### src/rtl/divider_8by4.sv
// Sequential restoring divider: 8-bit dividend / 4-bit divisor, one quotient bit per cycle.
// Uses a start/busy/done handshake so it can share a sequencer with the 4x4 multiplier.
module divider_8by4 (
  input  logic       clk,
  input  logic       rst,
  input  logic       start,
  input  logic [7:0] dividend,
  input  logic [3:0] divisor,
  output logic       busy,
  output logic       done,
  output logic [7:0] quotient,
  output logic [3:0] remainder,
  output logic       divByZero
);

  localparam logic [1:0] IDLE = 2'd0;
  localparam logic [1:0] CALC = 2'd1;
  localparam logic [1:0] DONE = 2'd2;

  logic [1:0] stateReg;
  logic [7:0] qReg;
  logic [3:0] dReg;
  logic [3:0] rReg;
  logic [2:0] cntReg;

  logic [4:0] trial;
  logic       fits;
  logic [3:0] rNext;
  logic [7:0] qNext;
  logic       accept;

  // The partial remainder always ends a step below the divisor, so 4 stored bits suffice.
  always_comb begin
    trial  = {rReg, qReg[7]};
    fits   = (trial >= {1'b0, dReg});
    rNext  = fits ? 4'(trial - {1'b0, dReg}) : trial[3:0];
    qNext  = {qReg[6:0], fits};
    accept = start && (stateReg != CALC);
  end

  assign busy = (stateReg == CALC);
  assign done = (stateReg == DONE);

  always_ff @(posedge clk) begin
    if (rst) begin
      stateReg  <= IDLE;
      qReg      <= 8'h00;
      dReg      <= 4'h0;
      rReg      <= 4'h0;
      cntReg    <= 3'd0;
      quotient  <= 8'h00;
      remainder <= 4'h0;
      divByZero <= 1'b0;
    end else begin
      case (stateReg)
        CALC: begin
          rReg   <= rNext;
          qReg   <= qNext;
          cntReg <= cntReg - 3'd1;
          if (cntReg == 3'd0) begin
            stateReg  <= DONE;
            quotient  <= qNext;
            remainder <= rNext;
          end
        end
        default: begin
          if (accept) begin
            if (divisor == 4'h0) begin
              // Zero divisor short-circuits straight to DONE with a saturated quotient.
              stateReg  <= DONE;
              quotient  <= 8'hFF;
              remainder <= 4'h0;
              divByZero <= 1'b1;
            end else begin
              stateReg  <= CALC;
              qReg      <= dividend;
              dReg      <= divisor;
              rReg      <= 4'h0;
              cntReg    <= 3'd7;
              divByZero <= 1'b0;
            end
          end else begin
            stateReg <= IDLE;
          end
        end
      endcase
    end
  end

endmodule
### config.mk
export PLATFORM = sky130hd
export DESIGN_NAME = divider_8by4
export DESIGN_NICKNAME = d
export VERILOG_FILES = /design/src/rtl/divider_8by4.sv
export SDC_FILE = /design/constraint.sdc
export NUM_CORES = 1
export LEC_CHECK = 0
export CAP_MARGIN = 20
export CORE_AREA = 2 2 58 60
export CTS_BUF_LIST = sky130_fd_sc_hd__clkbuf_2 sky130_fd_sc_hd__clkbuf_4 sky130_fd_sc_hd__clkbuf_8
export CTS_CLUSTER_DIAMETER = 80
export DETAILED_ROUTE_END_ITERATION = 12
export DIE_AREA = 0 0 60 62
export PLACE_DENSITY = 0.81
export SETUP_SLACK_MARGIN = 0.1
export SLEW_MARGIN = 10
export SYNTH_ARGS = -nofsm -noshare
export SYNTH_HDL_FRONTEND = slang
export SYNTH_SLANG_ARGS = --single-unit
### constraint.sdc
create_clock -name clk -period 2.5 [get_ports clk]
set_input_delay 0.25 -clock clk [delete_from_list [all_inputs] [get_ports clk]]
set_output_delay 0.25 -clock clk [all_outputs]
set_load 0.01 [all_outputs]
* Yosys cells after proc, flatten, opt, wreduce, memory -nomap -nowiden
Index checks and enable logic that the tools add are counted.
Word-level totals: register bits after elaboration 34, input port bits 15, output and inout port bits 15, logic and storage cells 50
Cells by class: add/subtract/negate cells 2, order comparisons 1, equality and inequality tests 5, mux-type cells 23, bitwise logic cells 2, reduce and logical (&&, ||, !) cells 9
Operator list (number):
- 8-bit 2-to-1 mux | 7
- 4-bit 2-to-1 mux | 8
- 3-bit 2-to-1 mux | 3
- 2-bit 2-to-1 mux | 4
- 3-bit AND reduction | 2
- 5-bit by 4-bit greater-or-equal comparator with 1-bit output | 1
- 4-bit logical NOT | 1
- 2-bit by 1-bit inequality test with 1-bit output, second input constant | 2
- 2-bit AND reduction | 2
- 2-bit nonzero test | 2
- 4-bit subtractor | 1
- 3-bit logical NOT | 1
- 3-bit by 1-bit subtractor with 3-bit output, second input constant | 1
- 2-bit by 1-bit == test with 1-bit output, second input constant | 1
- 2-bit == test, second input constant | 1
- 2-bit inequality test, second input constant | 1
- 1-bit inverter | 2
- 1-bit logical AND | 1
- 1-bit 2-to-1 mux | 1

* Longest topological paths before layout
Gate-level depths: netlist of the first run.
depth in word-level cells 4, mapped depth 8, gate-level depth less buffers 7

* Least setup slack after synthesis of the first run
No wires, ideal clock.
kind reg2reg, from register dReg[1], to register rReg[2], library setup time 0.087 ns, arrival time 1.929 ns, required time 2.413 ns, path slack 0.485 ns, stages on the path, launching flop included 7, period minus slack after synthesis 2.015 ns, cell sequence dfxtp_1 -> inv_1 -> ha_1 -> o21ai_0 -> a211oi_1 -> mux2_2 -> a211oi_1
Between the ends: longest elaborated chain between the ends 3, elaborated cells on any way between the ends 4, those cells by class 1 x add/sub; 1 x order compare; 2 x mux
RTL lines:
- from (decl) | line 22 | logic [3:0] dReg;
- from (signal assigned) | line 77 | dReg <= divisor;
- 4-bit subtractor / 5-bit by 4-bit greater-or-equal comparator with 1-bit output (equally long branches) | line 36, 35
- 4-bit 2-to-1 mux * | line 36 | rNext = fits ? 4'(trial - {1'b0, dReg}) : trial[3:0];
- 4-bit 2-to-1 mux * | line 55 | case (stateReg)
- to (signal assigned) | line 57 | rReg <= rNext;
- to (decl) | line 23 | logic [3:0] rReg;
Mark *: on every way between the ends. The rest lies on a longest branch, timed or not. A chain may end at the register's enable or synchronous reset.

* Final worst setup path of the first run
from input divisor[3], to register remainder[1]
Between the ends: longest elaborated chain between the ends 3
RTL lines:
- from (decl) | line 8 | input logic [3:0] divisor,
- 4-bit logical NOT | line 68 | if (divisor == 4'h0) begin
- 2-bit nonzero test (no line)
- 3-bit AND reduction (no line)
- to (signal assigned) | line 63 | remainder <= rNext;
- to (decl) | line 12 | output logic [3:0] remainder,
Every way passes these cells.

==> flow_summary.toml, run 1 <==
[global_routing]
grt_use_met1_pct = 24.9
grt_pass1_vias = 1231
gr-usage-met3_pct = 4.35
grt_busiest_layer = "met2"
grt_usage_pct = 19.4
met2_usage_pct = 31.8
antenna_found_initial = 0
grt_first_pass_wirelength_mm = 5.40
overflow = 0
grt_max_degree = 36

[setup_path]
arrival_ns = 2.21
crit_required_ns = 2.75
critPathCaptureType = "flip-flop"
worstRegToRegCells = 7
slowest_stage = "or4_4"
critPathMaxStageDelay_ns = 0.57
cp_cell_sequence = "clkdlybuf4s50_1 > or4_4 > or3b_4 > nand2_4 > nor2_1 > a211oi_2"
crit_type = "input pin to flip-flop"
cp_max_fo = 22
cp-start-kind = "input pin"

[logic_synthesis]
netlist_instances = 192
ys_ff_latch = 34
syn_avg_cell_area_um2 = 8.48
synthesis.nets = 214
syn-cell-area_mm2 = 0.00163
ys_async_sr_fraction_pct = 0
synth_ff_type = "dfxtp_1"
synth_seq_area_share_pct = 41.8
synth.distinct_cells = 35
synth_edf_count = 0
synth_warnings = 0

[timing]
tightestPinTransition_ns = 0.411
whs_ns = 0.474
fin_skew_ns = 0.00778
finalHoldViolCount = 0
setup_viol = 0
final_max_slew_viol_count = 0
finalCritPeriodShare_pct = 78.5
max_freq_mhz = 510
finalSetupTns_ns = 0
max_slew_margin_pct = 72.6
rsz0062_at_grt = "false"
period_needed_ns = 1.96

[detailed_routing]
viasPerCell = 5.36
via_count = 1436
wl_per_cell_um = 12.5
antenna_left = 0
drc = 0
drt_pass1_iterations = 4
dr.first_iter.drc_count = 52
totalWireLength_mm = 3.36

[placed_design]
dpl-instance-area_mm2 = 0.00196
dp_cells = 260
place_hpwl_mm = 2.27
gp_routability_congestion = 0.858
port_buffers = 29

[layout]
area_growth_pct = 24.0
fin_area_mm2 = 0.00202
layout_common_cells = "nor2_1 (39), dfxtp_1 (34), clkdlybuf4s50_1 (29), nand2_1 (25), inv_1 (10)"
diodes = 0
nets = 243
final_common_cell = "nor2_1"
instances_no_fill = 268
post-route-util_pct = 63.6
drive_gt1_share_pct = 12.2

[min_path]
worstHoldPathType = "flip-flop to flip-flop"
hold_depth = 1

[clock_network]
cts_max_path_buffers = 2
cts_buffers = 5
cts_hold_buffers = 0
clk_root_buffer_cell = "clkbuf_4"
cts_resized = 0
cts_tree = "yes"
path_clk_slew_ns = 0.10
clock_latency_ns = 0.32
h-tree-depth = 2
numClockSinks = 34
post_cts_buffers = 0

[pwr]
ir_worst_vdd_mv = 0.433
leakage_nw = 0.764
power_density_mw_per_mm2 = 647

[floorplan]
chipHeight_um = 62
fp-row-count = 21
die_area_mm2 = 0.00372
start_util_pct = 51.2
core_region_area_mm2 = 0.00318
die_w_um = 60
io_pins = 30

[run_status]
status = "finished, final reports clean"

[job]
drv_cap = 0
[critical path, delay by kind of cell]
family	cells	cell delay, ns
AND/OR/NAND/NOR	4	1.33
buffers and inverters	1	0.43
AO/OA/AOI/OAI	1	0.20
[cell usage after synthesis, drive strengths merged (3+ instances only)]
cell / number / area share, %
ha: 6 / 4.6
nor2: 39 / 9.0
o21ai: 3 / 0.92
nand2: 26 / 6.5
a211oi: 16 / 10
clkbuf: 10 / 2.3
dfxtp: 34 / 42
buf: 3 / 1.7
nand3: 3 / 0.92
inv: 10 / 2.3
a311oi: 7 / 3.8
a21oi: 8 / 2.5
[through the flow]
step / worst slack [ns] / total power [mW]
after global placement: 0.244 / 0.985
after global routing: 0.413 / 1.39
after detailed placement: 0.223 / 0.995
after CTS: 0.553 / 1.32
final: 0.538 / 1.31
after floorplan: 0.485 / 0.874
[kinds of logic (layout without fill, tap and decap cells)]
kind of cell,after synthesis,after routing,synth area share [%]
AND/OR/NAND/NOR,80,80,21.6
buffers and inverters,24,54,6.53
multiplexers,3,3,1.92
flip-flops,34,34,41.8
adder cells (fa/ha/maj),7,7,5.84
AO/OA/AOI/OAI,42,42,21.3
XOR/XNOR,2,2,1.08
[area by class of cell]
| type | count | area (um2) |
|---|---|---|
| fill | 288 | 1160 |
| multi-input combinational | 134 | 842 |
| sequential | 34 | 681 |
| timing repair buffer | 35 | 335 |
| clock buffer | 7 | 58.8 |
| tap | 46 | 57.6 |
| inverter | 11 | 41.3 |
| clock inverter | 1 | 5.00 |
[state kept, by name (all words and copies together), names as in the netlist]
| register | flops |
|---|---|
| cntReg | 3 |
| dReg | 4 |
| divByZero | 1 |
| qReg | 8 |
| quotient | 8 |
| rReg | 4 |
| remainder | 4 |
| stateReg | 2 |
[worst paths after layout]
kind,slack [ns],to,startpoint
max,0.54,remainder[1],divisor[3]
min,0.47,cntReg[0],cntReg[0]
max reg2reg,0.61,rReg[1],dReg[1]
min reg2reg,0.47,cntReg[0],cntReg[0]
[routing by layer]
layer | vias to the layer above | wire (um)
li1 | 728 | -
met1 | 668 | 1570
met2 | 34 | 1570
met3 | 6 | 157
met4 | 0 | 57
met5 | - | 0
[power breakdown]
group	internal, mW	total (mW)	switching (mW)
sequential	0.593	0.625	0.0320
clock	0.147	0.325	0.178
combinational	0.168	0.358	0.190
total	0.908	1.31	0.400
Note: power is estimated with default switching activity, not from simulation.
==> run 2: changes to the inputs <==
==> constraint.sdc (replaced) <==
create_clock -name clk -period 1.9 [get_ports clk]
set_input_delay 0.19 -clock clk [delete_from_list [all_inputs] [get_ports clk]]
set_output_delay 0.19 -clock clk [all_outputs]
set_load 0.01 [all_outputs]
==> flow_summary.toml, run 2 (same netlist as run 1, synthesis figures left out) <==
[pwr]
total_power_mw = 2.08
switching_share_pct = 28.5
seq_power_share_pct = 39.9
power_density_mw_per_mm2 = 907
p_sw_uw = 592
p_clk_share_pct = 32.5
leakage_nw = 0.876
p_comb_share_pct = 27.6
ir_worst_vdd_mv = 0.622
cell_internal_pwr_mw = 1.48

[clock_network]
clk_root_buffer_cell = "clkbuf_4"
path_clk_slew_ns = 0.11
cts_max_path_buffers = 2
h-tree-depth = 2
cts_hold_buffers = 0
clock_latency_ns = 0.35
cts_tree = "yes"
numClockSinks = 34
cts_buffers = 5

[timing]
finalHoldViolCount = 0
setup_viol = 0
whs_ns = 0.237
finalCritPeriodShare_pct = 93.8
rsz0062_at_grt = "false"
setup_ws_ns = 0.118
period_needed_ns = 1.78
max_slew_margin_pct = 76.0
fin_skew_ns = 0.00868
tightestPinTransition_ns = 0.359
max_freq_mhz = 561
final_max_slew_viol_count = 0

[setup_path]
rrSetupSlack_ns = 0.15
crit_type = "input pin to flip-flop"
rr_endpoint = "rReg[2]"
cp-start-kind = "input pin"
startpoint = "divisor[0]"
worstRegToRegCells = 7
cp_max_fo = 3
critPathCaptureType = "flip-flop"
arrival_ns = 2.03
crit_required_ns = 2.15
rr_startpoint = "dReg[2]"
crit_path_end = "remainder[3]"

[global_routing]
grt_usage_pct = 21.2
grt_pass1_vias = 1330
grt_max_degree = 28
antenna_found_initial = 0
overflow = 0
grt_first_pass_wirelength_mm = 5.80

[floorplan]
fp-row-count = 21
start_util_pct = 51.2
die_w_um = 60
chipHeight_um = 62
core_region_area_mm2 = 0.00318
die_area_mm2 = 0.00372
io_pins = 30

[layout]
top_regs = "qReg x8, quotient x8"
diodes = 0
area_growth_pct = 40.5
fillers = 243
instances_no_fill = 280
nets = 255
final_common_cell = "nor2_1"
layout_common_cells = "nor2_1 (39), dfxtp_1 (30), clkdlybuf4s50_1 (27), nand2_1 (25), buf_4 (14)"
drive_gt1_share_pct = 23.1
multi_input_area_um2 = 958
final-seq-area_um2 = 686

[detailed_routing]
dr.first_iter.drc_count = 69
drc = 0
drt_pass1_iterations = 4
viasPerCell = 5.21
antenna_left = 0
wl_per_cell_um = 12.7
totalWireLength_mm = 3.56
via_count = 1458

[placed_design]
place_hpwl_mm = 2.42
gp_routability_congestion = 0.799
port_buffers = 29
dp_slack_ns = -0.366
dp_cells = 269

[min_path]
worstHoldPathType = "input pin to flip-flop"

[job]
drv_cap = 0

[run_status]
status = "finished, final reports clean"
## run 2: cell types whose count changed in the layout (fill, tap and decap cells not counted), moves of 2 or more
cell             change
a211oi_1             -3
a211oi_2             +3
buf_4                +8
buf_6                +2
bufinv_16            +2
clkdlybuf4s50_1      -2
dfxtp_1              -4
dfxtp_2              +4
ha_1                 -4
ha_4                 +4
nor4_1               -2
## run 2: power groups by stage
stage          logic, mW  registers (mW)  clock network (mW)
6_report           0.574           0.828               0.675
5_1_grt            0.637           0.837               0.721
4_1_cts            0.535           0.825               0.680
3_5_place_dp       0.502           0.838                   0
3_3_place_gp       0.491           0.837                   0
2_1_floorplan      0.318           0.842                   0
## run 2: per-layer routing
layer	up-vias	GRT usage (%)	share of wire, %
met5	-	0	0
met4	0	9.52	1.9
met3	8	6.42	4.2
met2	34	33.9	48
met1	664	26.6	46
li1	752	-	-
## run 2: stage by stage
stage               cell area (um2)  utilization (%)  TNS, ns
floorplan                      1640                -        0
finish                         2290             72.0        0
detailed placement             2050             64.4    -3.49
global placement               2050             64.4    -2.90
CTS                            2220             69.7        0
global route                   2290             72.0        0
## run 2: worst max-delay path, cell delays in order
cell             delay, ns
clkdlybuf4s50_1       0.42
or4_4                 0.53
or3b_4                0.49
buf_6                 0.16
a21oi_2               0.10
nor2_1                0.05
o21a_1                0.09
## run 2: final cells by class
cell class | count | share of cell area [%]
Timing Repair Buffer | 46 | 19.2
Multi-Input combinational cell | 135 | 41.9
Inverter | 11 | 1.80
Clock buffer | 5 | 1.64
Sequential cell | 34 | 30.0
Clock inverter | 3 | 3.01
Tap cell | 46 | 2.52
## run 2: how the worst min path moves through the flow
stage | startpoint | cells past startpoint | to
floorplan | divisor[1] | 2 | dReg[1]
global placement | divByZero | 2 | divByZero
detailed placement | divByZero | 2 | divByZero
CTS | dividend[4] | 3 | qReg[4]
global route | divisor[2] | 4 | dReg[2]
finish | divisor[2] | 4 | dReg[2]
## run 2: what timing repair did
action | 4_1_cts | 5_1_grt
buffers inserted | 1 | 1
endpoints found under the setup margin | 13 | 7
gates cloned | 1 | 0
resized for setup | 10 | 10
pin swaps | 3 | 7
==> run 3: changes to the inputs <==
--- a/config.mk
+++ b/config.mk
@@ -6,14 +6,14 @@
 export NUM_CORES = 1
 export LEC_CHECK = 0
 export CAP_MARGIN = 20
-export CORE_AREA = 2 2 58 60
+export CORE_AREA = 2 2 62 64
 export CTS_BUF_LIST = sky130_fd_sc_hd__clkbuf_2 sky130_fd_sc_hd__clkbuf_4 sky130_fd_sc_hd__clkbuf_8
 export CTS_CLUSTER_DIAMETER = 80
 export DETAILED_ROUTE_END_ITERATION = 12
-export DIE_AREA = 0 0 60 62
-export PLACE_DENSITY = 0.81
+export DIE_AREA = 0 0 64 66
+export PLACE_DENSITY = 0.74
 export SETUP_SLACK_MARGIN = 0.1
-export SLEW_MARGIN = 10
+export SLEW_MARGIN = 40
 export SYNTH_ARGS = -nofsm -noshare
 export SYNTH_HDL_FRONTEND = slang
 export SYNTH_SLANG_ARGS = --single-unit
==> constraint.sdc (replaced) <==
create_clock -name clk -period 1.43 [get_ports clk]
set_input_delay 0.143 -clock clk [delete_from_list [all_inputs] [get_ports clk]]
set_output_delay 0.143 -clock clk [all_outputs]
set_load 0.01 [all_outputs]
==> flow_summary.toml, run 3 (same netlist as run 1, synthesis figures left out) <==
[global_routing]
gr-usage-met3_pct = 6.47
overflow = 0
met2_usage_pct = 40.9
grt_first_pass_wirelength_mm = 7.53
grt_busiest_layer = "met2"
grt_pass1_vias = 1677
antenna_found_initial = 0
grt_usage_pct = 23.3
grt_use_met1_pct = 26.7
grt_max_degree = 28

[floorplan]
die_area_mm2 = 0.00422
io_pins = 30
chipHeight_um = 66
start_util_pct = 45.9
die_w_um = 64
fp-row-count = 22
core_region_area_mm2 = 0.00355

[run_status]
status = "complete, but fails checks"
violations = "negative setup slack"

[clock_network]
clock_latency_ns = 0.35
cts_hold_buffers = 0
path_clk_slew_ns = 0.11
cts_max_path_buffers = 2
cts_buffers = 5
cts_tree = "yes"
numClockSinks = 34
clk_root_buffer_cell = "clkbuf_4"
h-tree-depth = 2

[setup_path]
arrival_ns = 2.00
crit_cells = 7
rrSetupSlack_ns = -0.30
slowest_stage = "dfxtp_2"
cp-start-kind = "flip-flop"
critPathCaptureType = "flip-flop"
crit_required_ns = 1.71
cp_max_fo = 3
worst-path-buf-inv = 1
worstRegToRegCells = 7
rr_startpoint = "qReg[7]"
rr_endpoint = "remainder[2]"
path_delay_family = "adder cells"
crit_type = "flip-flop to flip-flop"
critPathMaxStageDelay_ns = 0.36
cp_cell_sequence = "inv_2 > ha_4 > fa_2 > xnor2_1 > nand2_1 > mux2_4 > a211oi_2"

[detailed_routing]
totalWireLength_mm = 4.77
antenna_left = 0
dr.first_iter.drc_count = 54
via_count = 1661
drc = 0
wl_per_cell_um = 15.7
drt_pass1_iterations = 4
viasPerCell = 5.48

[timing]
finalSetupTns_ns = -2.09
rsz0062_at_grt = "true"
setup_ws_ns = -0.298
finalCritPeriodShare_pct = 121
setup_viol = 15
fin_skew_ns = 0.0107
max_freq_mhz = 579
max_slew_margin_pct = 78.3
final_max_slew_viol_count = 0
period_needed_ns = 1.73
whs_ns = 0.0595
finalHoldViolCount = 0
tightestPinTransition_ns = 0.325

[layout]
fillers = 229
area_growth_pct = 64.9
multi_input_area_mm2 = 0.00119
fin_area_mm2 = 0.00269
top_regs = "qReg x8, quotient x8"
final_common_cell = "nor2_1"
instances_no_fill = 303
drive_gt1_share_pct = 48.2
diodes = 0
final-seq-area_um2 = 692
layout_common_cells = "nor2_1 (30), dfxtp_1 (25), buf_4 (22), nand2_1 (18), dlygate4sd2_1 (13)"
post-route-util_pct = 75.7
nets = 276

[min_path]
hold_path_end = "dReg[0]"
hold_depth = 3
min_from = "divisor[0]"
worstHoldPathType = "input pin to flip-flop"

[placed_design]
port_buffers = 29
gp_routability_congestion = 0.792
dpl-instance-area_mm2 = 0.00226
dp_slack_ns = -0.716
dp_cells = 285
place_hpwl_mm = 2.95

[pwr]
leakage_nw = 1.13
power_density_mw_per_mm2 = 1040
total_power_mw = 2.78
ir_worst_vdd_mv = 0.828

[job]
drv_cap = 0
run 3: power by group:
group | total (mW) | internal [mW] | switching, mW
Clock | 0.588 | 0.257 | 0.331
Sequential | 1.12 | 1.04 | 0.0793
Combinational | 1.07 | 0.552 | 0.520
Total | 2.78 | 1.85 | 0.931
run 3: how the worst max path moves through the flow:
stage / start / endpoint / slack (ns)
floorplan: dReg[1] / rReg[2] / -0.19
global placement: divisor[3] / remainder[1] / -0.64
detailed placement: divisor[3] / quotient[3] / -0.72
CTS: dReg[1] / rReg[2] / -0.24
global route: qReg[7] / remainder[2] / -0.36
finish: qReg[7] / remainder[2] / -0.30
run 3: worst min-delay path, delay by kind of cell:
kind	cells	cell delay (ns)
buffers and inverters	1	0.11
and+or+nand+nor	1	0.06
AOI/OAI and AO/OA	1	0.05
run 3: cell type report:
class                      instances  area share (%)
inverter                          11            1.72
timing repair buffer              65            23.5
tap                               48            2.24
clock buffer                       7            2.19
sequential                        34            25.8
multi-input combinational        137            44.4
clock inverter                     1           0.186
run 3: repair_timing:
action,CTS,global route
setup buffers,3,2
pin swaps,18,15
gates resized for setup,64,40
gates cloned,3,2
endpoints found under the setup margin,49,29
run 3: metal layers:
layer	share of wire, %	up-vias
met5	0	-
met4	1.1	0
met3	6.6	7
met2	52	58
met1	41	800
li1	-	796
